## src/rtl/free_slot_alloc_pkg.sv

```systemverilog
// Shared types and defaults for slot allocators (RS entries, physical registers, ROB).
package free_slot_alloc_pkg;

  localparam int DEFAULT_WIDTH = 5;
  localparam int DEFAULT_DEPTH = 1 << DEFAULT_WIDTH;

  typedef logic [DEFAULT_WIDTH-1:0] slot_idx_t;
  typedef logic [DEFAULT_WIDTH:0]   slot_cnt_t;

endpackage

```

## src/rtl/free_slot_alloc_if.sv

```systemverilog
// Allocation/release bus between rename-dispatch, commit-issue and the free-slot allocator.
interface free_slot_alloc_if
  import free_slot_alloc_pkg::*;
#(
  parameter int WIDTH = DEFAULT_WIDTH
);

  logic             flush_i;
  logic             alloc_req_i;
  logic             alloc_valid_o;
  logic [WIDTH-1:0] alloc_idx_o;
  logic             free_valid_i;
  logic [WIDTH-1:0] free_idx_i;
  logic [WIDTH:0]   free_count_o;
  logic             empty_o;
  logic             double_free_o;

  modport master (
    output flush_i, alloc_req_i, free_valid_i, free_idx_i,
    input  alloc_valid_o, alloc_idx_o, free_count_o, empty_o, double_free_o
  );

  modport slave (
    input  flush_i, alloc_req_i, free_valid_i, free_idx_i,
    output alloc_valid_o, alloc_idx_o, free_count_o, empty_o, double_free_o
  );

endinterface

```

## src/rtl/free_slot_alloc_lsb_prio_enc.sv

```systemverilog
// Combinational lowest-set-bit priority encoder; also usable by issue-select logic.
module lsb_prio_enc
  import free_slot_alloc_pkg::*;
#(
  parameter int WIDTH = DEFAULT_WIDTH,
  parameter int DEPTH = 1 << WIDTH
) (
  input  logic [DEPTH-1:0] req_vec,
  output logic [WIDTH-1:0] idx,
  output logic             valid
);

  // Scanning from the top down lets the lowest set bit overwrite any higher one.
  always_comb begin
    idx = '0;
    for (int i = DEPTH - 1; i >= 0; i--) begin
      if (req_vec[i]) idx = WIDTH'(i);
    end
  end

  assign valid = |req_vec;

endmodule

```

## src/rtl/free_slot_alloc.sv

```systemverilog
// Free-slot allocator: grants the lowest free index each cycle, takes released indices back.
module free_slot_alloc
  import free_slot_alloc_pkg::*;
#(
  parameter int WIDTH = DEFAULT_WIDTH,
  parameter int DEPTH = 1 << WIDTH
) (
  input logic              clk_i,
  input logic              rst_ni,
  free_slot_alloc_if.slave bus
);

  localparam logic [WIDTH:0] DEPTH_CNT = (WIDTH + 1)'(DEPTH);
  localparam logic [WIDTH:0] CNT_ONE   = (WIDTH + 1)'(1);

  logic [DEPTH-1:0] free_map, free_map_next;
  logic [DEPTH-1:0] free_onehot, alloc_onehot, free_new;
  logic [WIDTH:0]   free_cnt, free_cnt_next;
  logic             dbl_err, dbl_err_next;
  logic [WIDTH-1:0] low_idx;
  logic             any_free;
  logic             alloc_fire, free_eff, free_dbl;

  lsb_prio_enc #(
    .WIDTH (WIDTH),
    .DEPTH (DEPTH)
  ) u_enc (
    .req_vec (free_map),
    .idx     (low_idx),
    .valid   (any_free)
  );

  always_comb begin
    free_onehot  = '0;
    alloc_onehot = '0;
    alloc_fire   = bus.alloc_req_i && any_free;
    for (int i = 0; i < DEPTH; i++) begin
      free_onehot[i]  = bus.free_valid_i && (bus.free_idx_i == WIDTH'(i));
      alloc_onehot[i] = alloc_fire && (low_idx == WIDTH'(i));
    end
  end

  // Only a release of a busy slot has effect; out-of-range or already-free is a double free.
  assign free_new = free_onehot & ~free_map;
  assign free_eff = |free_new;
  assign free_dbl = bus.free_valid_i && !free_eff;

  always_comb begin
    free_map_next = free_map;
    free_cnt_next = free_cnt;
    dbl_err_next  = dbl_err;
    if (bus.flush_i) begin
      free_map_next = '1;
      free_cnt_next = DEPTH_CNT;
    end else begin
      free_map_next = (free_map | free_new) & ~alloc_onehot;
      dbl_err_next  = dbl_err | free_dbl;
      if (free_eff && !alloc_fire) begin
        free_cnt_next = free_cnt + CNT_ONE;
      end else if (!free_eff && alloc_fire) begin
        free_cnt_next = free_cnt - CNT_ONE;
      end
    end
  end

  always_ff @(posedge clk_i or negedge rst_ni) begin
    if (!rst_ni) begin
      free_map <= '1;
      free_cnt <= DEPTH_CNT;
      dbl_err  <= 1'b0;
    end else begin
      free_map <= free_map_next;
      free_cnt <= free_cnt_next;
      dbl_err  <= dbl_err_next;
    end
  end

  assign bus.alloc_valid_o = any_free;
  assign bus.alloc_idx_o   = low_idx;
  assign bus.free_count_o  = free_cnt;
  assign bus.empty_o       = (free_cnt == '0);
  assign bus.double_free_o = dbl_err;

endmodule

```

## src/flat_wrapper.sv

```systemverilog
// flat-port wrapper written by rule: the top's interface ports become plain ports
module free_slot_alloc_flat import free_slot_alloc_pkg::*;
#(
  parameter int WIDTH = DEFAULT_WIDTH,
  parameter int DEPTH = 1 << WIDTH
)
  (clk_i, rst_ni, bus_flush_i, bus_alloc_req_i, bus_free_valid_i, bus_free_idx_i, bus_alloc_valid_o, bus_alloc_idx_o, bus_free_count_o, bus_empty_o, bus_double_free_o);
  free_slot_alloc_if #(.WIDTH(WIDTH)) bus_i ();
  input logic clk_i;
  input logic rst_ni;
  input wire logic [$bits(bus_i.flush_i)-1:0] bus_flush_i;
  input wire logic [$bits(bus_i.alloc_req_i)-1:0] bus_alloc_req_i;
  input wire logic [$bits(bus_i.free_valid_i)-1:0] bus_free_valid_i;
  input wire logic [$bits(bus_i.free_idx_i)-1:0] bus_free_idx_i;
  output wire logic [$bits(bus_i.alloc_valid_o)-1:0] bus_alloc_valid_o;
  output wire logic [$bits(bus_i.alloc_idx_o)-1:0] bus_alloc_idx_o;
  output wire logic [$bits(bus_i.free_count_o)-1:0] bus_free_count_o;
  output wire logic [$bits(bus_i.empty_o)-1:0] bus_empty_o;
  output wire logic [$bits(bus_i.double_free_o)-1:0] bus_double_free_o;
  assign bus_i.flush_i = bus_flush_i;
  assign bus_i.alloc_req_i = bus_alloc_req_i;
  assign bus_i.free_valid_i = bus_free_valid_i;
  assign bus_i.free_idx_i = bus_free_idx_i;
  assign bus_alloc_valid_o = bus_i.alloc_valid_o;
  assign bus_alloc_idx_o = bus_i.alloc_idx_o;
  assign bus_free_count_o = bus_i.free_count_o;
  assign bus_empty_o = bus_i.empty_o;
  assign bus_double_free_o = bus_i.double_free_o;
  free_slot_alloc #(.WIDTH(WIDTH), .DEPTH(DEPTH)) u_core (.clk_i(clk_i), .rst_ni(rst_ni), .bus(bus_i));
endmodule
```

## config.mk

```make
export PLATFORM = sky130hd
export DESIGN_NAME = free_slot_alloc_flat
export DESIGN_NICKNAME = d
export VERILOG_FILES = /design/src/rtl/free_slot_alloc_pkg.sv /design/src/rtl/free_slot_alloc_if.sv /design/src/rtl/free_slot_alloc_lsb_prio_enc.sv /design/src/rtl/free_slot_alloc.sv /design/src/flat_wrapper.sv
export SDC_FILE = /design/constraint.sdc
export NUM_CORES = 1
export LEC_CHECK = 0
export CAP_MARGIN = 20
export CORE_ASPECT_RATIO = 0.75
export CORE_MARGIN = 2
export CORE_UTILIZATION = 53
export CTS_CLUSTER_DIAMETER = 30
export DETAILED_ROUTE_END_ITERATION = 16
export PLACE_DENSITY = 0.76
export SYNTH_ARGS = -nofsm -noshare
export SYNTH_HDL_FRONTEND = slang
export SYNTH_HIERARCHICAL = 1
export SYNTH_SLANG_ARGS = --single-unit
```

## constraint.sdc

```tcl
create_clock -name clk_i -period 3.3 [get_ports clk_i]
set_input_delay 0.33 -clock clk_i [delete_from_list [all_inputs] [get_ports clk_i]]
set_output_delay 0.33 -clock clk_i [all_outputs]
set_load 0.01 [all_outputs]
```

Word level (Yosys, flattened, before mapping):

Index checks and enable logic that the tools add are counted.

* equal/unequal tests: 62
* divide/modulo/power cells: 0
* bitwise gates (word level): 6
* multipliers: 0
* mux-type cells: 36
* order comparisons: 0
* shift-type cells: 0
* add/subtract/negate cells: 2
* reductions and logical operators: 76

Operators by type and width (count)
* == test 5 bit, second input constant: 32
* 2-to-1 mux 5 bit: 32
* == test 5 x 4 -> 1 bit, second input constant: 16
* logical AND 1 bit: 68
* AND 32 bit: 2
* inverter 32 bit: 2
* OR reduction 32 bit: 2
* == test 5 x 3 -> 1 bit, second input constant: 8
* 2-to-1 mux 32 bit: 1
* bitwise OR 32 bit: 1
* == test 5 x 2 -> 1 bit, second input constant: 4
* 2-to-1 mux 6 bit: 3
* == test 5 x 1 -> 1 bit, second input constant: 2
* zero test 5 bit: 2
* adder 6 x 1 -> 6 bit, second input constant: 1
* zero test 6 bit: 1
* subtractor 6 x 1 -> 6 bit, second input constant: 1
* nonzero test 3 bit: 1
* zero test 1 bit: 2
* bitwise OR 1 bit: 1

* bits in latches: 0
* output and inout bits: 14
* memory bits (read-only): 0
* word-level logic and storage cells: 185
* RAM bits: 0
* bits of input ports: 10
* register bits after elaboration: 39
* memories: 0

Logic depth before layout (Yosys ltp):

* depth in word-level cells: 37
* mapped depth: 15
* depth with buffers taken out: 14

Hierarchy:

The synthesis kept the hierarchy.

Modules (own cells, without submodules)
* free_slot_alloc: instances 1, area an instance 2508.7 um^2, cells an instance 276
* lsb_prio_enc: instances 1, area an instance 385.4 um^2, cells an instance 65

Least setup slack after synthesis:

Ideal clock, no wire load.

* path kind: register -> register
* start point: register u_core.free_map[19]
* end point: register u_core.free_cnt[5], in the netlist u_core/bus.free_count_o[5]
* buffers on the path: 0
* required time: 3223 ps
* setup slack: -168 ps
* period minus slack after synthesis: 3468 ps
* data arrival time: 3391 ps
* library setup time: 77 ps
* cell stages (with the launch flop): 14
* cells stage by stage: dfstp_2 -> or4_4 -> nor3_2 -> nand4_1 -> nand2_1 -> o21ai_0 -> ha_1 -> a21o_1 -> a21oi_1 -> o21bai_1 -> a21o_1 -> or3_1 -> mux2_4 -> a21o_1

* word-level cells in the longest chain between the ends: 6

Ends and longest elaborated chain
* from (decl): line free_slot_alloc.sv:16 `logic [DEPTH-1:0] free_map, free_map_next;`
* from (signal assigned): line free_slot_alloc.sv:72 `free_map <= free_map_next;`
* OR reduction 32 bit *: line free_slot_alloc_lsb_prio_enc.sv:21 `assign valid = |req_vec;`
* via bus_alloc_valid_o: line flat_wrapper.sv:15 `output wire logic [$bits(bus_i.alloc_valid_o)-1:0] bus_alloc_valid_o;`
* logical AND 1 bit *: line free_slot_alloc.sv:36 `alloc_fire = bus.alloc_req_i && any_free;`
* zero test 1 bit: line free_slot_alloc.sv:58 `if (free_eff && !alloc_fire) begin`
* logical AND 1 bit: line free_slot_alloc.sv:58
* 2-to-1 mux 6 bit: line free_slot_alloc.sv:58
* 2-to-1 mux 6 bit: line free_slot_alloc.sv:52 `if (bus.flush_i) begin`
* to (signal assigned): line free_slot_alloc.sv:73 `free_cnt <= free_cnt_next;`
* to (decl): line free_slot_alloc.sv:18 `logic [WIDTH:0] free_cnt, free_cnt_next;`

The timed path passes the listed nets; every way through them passes the cells marked *.
A chain may end at the register's enable or synchronous reset.

Worst setup path after layout:

* start point: register u_core.free_map[6]
* end point: register u_core.free_cnt[5], in the netlist u_core/bus.free_count_o[5]

* word-level cells in the longest chain between the ends: 6

Ends and longest elaborated chain (line)
* inverter 32 bit or OR reduction 32 bit (tied branches): free_slot_alloc.sv:44, free_slot_alloc_lsb_prio_enc.sv:21
* AND 32 bit or logical AND 1 bit (tied branches): free_slot_alloc.sv:44, free_slot_alloc.sv:36
* OR reduction 32 bit or zero test 1 bit (tied branches): free_slot_alloc.sv:45, free_slot_alloc.sv:58
* logical AND 1 bit or zero test 1 bit (tied branches): free_slot_alloc.sv:58, free_slot_alloc.sv:60
* 2-to-1 mux 6 bit or logical AND 1 bit (tied branches): free_slot_alloc.sv:58, free_slot_alloc.sv:60
* 2-to-1 mux 6 bit or nonzero test 3 bit (tied branches)

Parallel ways exist; a longest one is shown, timed or not.

==> results.md <==
* Cell variety after synth at 65
* Crit Path Max Fanout at 6
* CTS tree: done
* Initial DRC Count at 584
* Sequential fraction of the synthesis area at 35.1%
* Synthesized area at 0.00289 sq mm
* Reg2Reg Depth at 12
* DR vias at 3,116
* Leading area contributor after synthesis: dfstp_2
* Number of flops mapped to enable cells by yosys at 0
* TritonRoute pass-1 iters at 6
* Global route overflow at 0
* CP startpoint kind: flop
* CP Capture Type: flop
* Worst Tran Pin Value at 0.878 ns
* Final setup fails at 0
* Synth-to-Final Area Change at 25.0%
* Port Buffers at 23
* Mapped Nets at 356
* Vias in the first global route at 2,720
* Core box area at 0.00530 sq mm
* Clock sink count at 39
* Max rail drop VDD at 0.000276 V
* Critical Path AT at 3.47 ns
* Final max-slew violation count at 0
* Slowest library cell on the worst path: nor4_1
* CP Cell Sequence: nor4_1 > nand4_1 > nand2_2 > o21ai_2 > buf_4 > ha_1 > a21oi_2 > o21bai_1 > a21o_1 > or3_1 > mux2_4 > a21o_1
* Vias per Instance at 6.56
* H-tree depth at 2
* Kind of critical path: reg2reg
* CP dominant cell by count: a21o_1
* Top cell type's share of synthesized area at 30.0%
* Cells after Synth at 341
* Die ar. at 0.00607 sq mm
* Slew HR at 41.4%
* CP required at 3.53 ns
* GP Congestion at 0.952
* Fmax at 309 MHz
* Overall Global Routing Usage at 30.6%
* CTS Hold Bufs at 0
* Die H at 68.0 um
* Post-DP HPWL at 6620 um
* Ports at 24
* Maximum clock insertion buffer count at 2
* DR DRC count at 0
* Clk root buf: clkbuf_8
* Largest net degree at the start of global routing at 40
* First-pass GRT wire length at 14,000 um
* Worst-Skew Late Latency at 0.30 ns
* Static Leak at 1.45 nW
* Synth Area per Inst at 8.49 sq um
* Fraction of layout cells with a size suffix above 1 at 27.8%
* Worst Hold Class: in2async
* Ranking of synthesized cells by area: dfstp_2 (30%), a21oi_1 (7.3%), o21ai_0 (7.1%)
* Final wirelength at 9030 um
* Post-route minimum period at 3.24 ns
* Synth Register Bits at 39
* WL/cell at 19.0 um
* Tot Pwr at 1.27 mW
* Fin util at 68.3%
* Num rows at 23
* Async SR Flop Fraction at 100%
* Die width at 89.3 um
* Max-cap viol count at 0
* Tcrit/Tclk final at 98.1%
* Worst-path clk slew at 0.08 ns
* Crit path largest cell delay at 0.62 ns
* CTS buffer count at 5
* Hold Fails Final Rpt at 0
* Antenna violations before repair at 0
* Final #Nets at 414
* Skew final at 0.00802 ns
* Initial core utilization at 54.7%
* Top_reg_cell synth: dfstp_2
* Pwr Density at 350 mW/mm^2
* Synth warn at 6
* Routed Antenna Nets at 0
* Status: complete, no violations
* Diodes inserted at 0
through the flow:
stage | setup slack, ns | std cells | instance area [sq um] | hold slack, ns | setup TNS [ns]
after CTS | 0.0133 | 473 | 3560 | 0.170 | 0
after floorplan | 0.0278 | 341 | 2900 | 0.0344 | 0
after detailed placement | -0.290 | 465 | 3440 | 0.474 | -0.290
final | 0.0623 | 475 | 3620 | 0.146 | 0
after global placement | -0.214 | 465 | 3440 | 0.461 | -0.214
after global routing | -0.0402 | 475 | 3620 | 0.194 | -0.0402
cells by family after synthesis:
group / Yosys count / share of synthesized area, %
mux: 12 / 5.49
compound gates: 121 / 24.9
flops: 39 / 35.1
buf+inv: 29 / 5.14
xor+xnor: 4 / 1.69
simple gates: 131 / 25.2
fa+ha+maj: 5 / 2.42
cells in the mapped netlist, types with 2 or more instances:
cell        n
o21ai_1     2
xnor2_1     3
o31ai_1     4
nor3_2      2
buf_4       2
mux2i_1     8
or4_1       3
a21o_1      5
a21oi_1    42
mux4_1      2
nor2_1     43
nand2b_1    4
or3_1       3
buf_2       2
o21ai_0    41
dfstp_2    33
a31oi_1     4
nor3b_1     2
and2_1      3
a2111oi_0   2
nor3_1     18
clkbuf_1    9
dfrtp_1     6
nor2b_1     7
ha_1        4
nand3_1     8
nand4_1     2
or4_4       2
nand4b_1    2
inv_1      12
buf_6       4
nand2_1    14
nor4_1      7
o22ai_1     3
a221oi_1    2
a211oi_1    2
power by group:
part	internal [mW]	total, mW	switching (mW)
combinational	0.174	0.328	0.154
sequential	0.504	0.528	0.0235
clock	0.226	0.409	0.183
total	0.905	1.27	0.361
layout make-up:
class	count	area, sq um
fillers	445	1680
flip-flops and latches	39	1020
clock buffers	6	72.6
inverters	12	45.0
clock inverters	2	36.3
repair buffers	68	574
multi-input cells	273	1780
well taps	75	93.8
metal layers:
layer	global-route usage, %	vias to the layer above	share of wire (%)
li1	-	1382	-
met1	45.3	1486	43
met2	46.3	218	45
met3	5.07	30	10
met4	8.21	0	2.0
met5	0	-	0
worst max-delay path: cells and delay by family, from the launching register on:
family                   cells  cell delay, ns
AND/OR/NAND/NOR              4            1.38
adder cells (fa/ha/maj)      1            0.30
buffers and inverters        1            0.15
multiplexers                 1            0.26
flip-flops                   1            0.42
AO/OA/AOI/OAI                5            0.66
cell usage in the layout, fill, tap and decap left out, types with 5 or more instances in the layout:
cell type,netlist,final
nand3_1,8,7
nand2_1,14,13
clkdlybuf4s50_1,0,19
clkbuf_8,0,5
dfstp_2,33,33
nor3_1,18,18
o21ai_0,41,40
buf_4,2,44
dfrtp_1,6,6
inv_1,12,12
mux2i_1,8,8
a21oi_1,42,41
nor2_1,43,43
nor2b_1,7,7
a21o_1,5,5
sequential cells by signal, summed over array words and instances, names as in the netlist:
signal,cells
u_core/free_map,32
u_core/bus.free_count_o,6
u_core/bus.double_free_o,1
what timing repair did:
action | 4_1_cts | 5_1_grt
buffers inserted | 0 | 2
resized for setup | 2 | 8
setup endpoints to repair | 1 | 1
pin swaps | 0 | 4
worst paths after layout:
| path | end | from | slack (ns) |
|---|---|---|---|
| setup / recovery | u_core/bus.free_count_o[5] | u_core/free_map[6] | 0.06 |
| hold / removal | u_core/bus.double_free_o | rst_ni | 0.15 |
| setup reg to reg | u_core/bus.free_count_o[5] | u_core/free_map[6] | 0.06 |
| hold reg to reg | u_core/bus.double_free_o | u_core/bus.double_free_o | 0.49 |
| max in group asynchronous | u_core/bus.free_count_o[4] | rst_ni | 2.60 |
| min in group clk_i | u_core/bus.double_free_o | u_core/bus.double_free_o | 0.49 |
(Power assumes the default switching activity.)
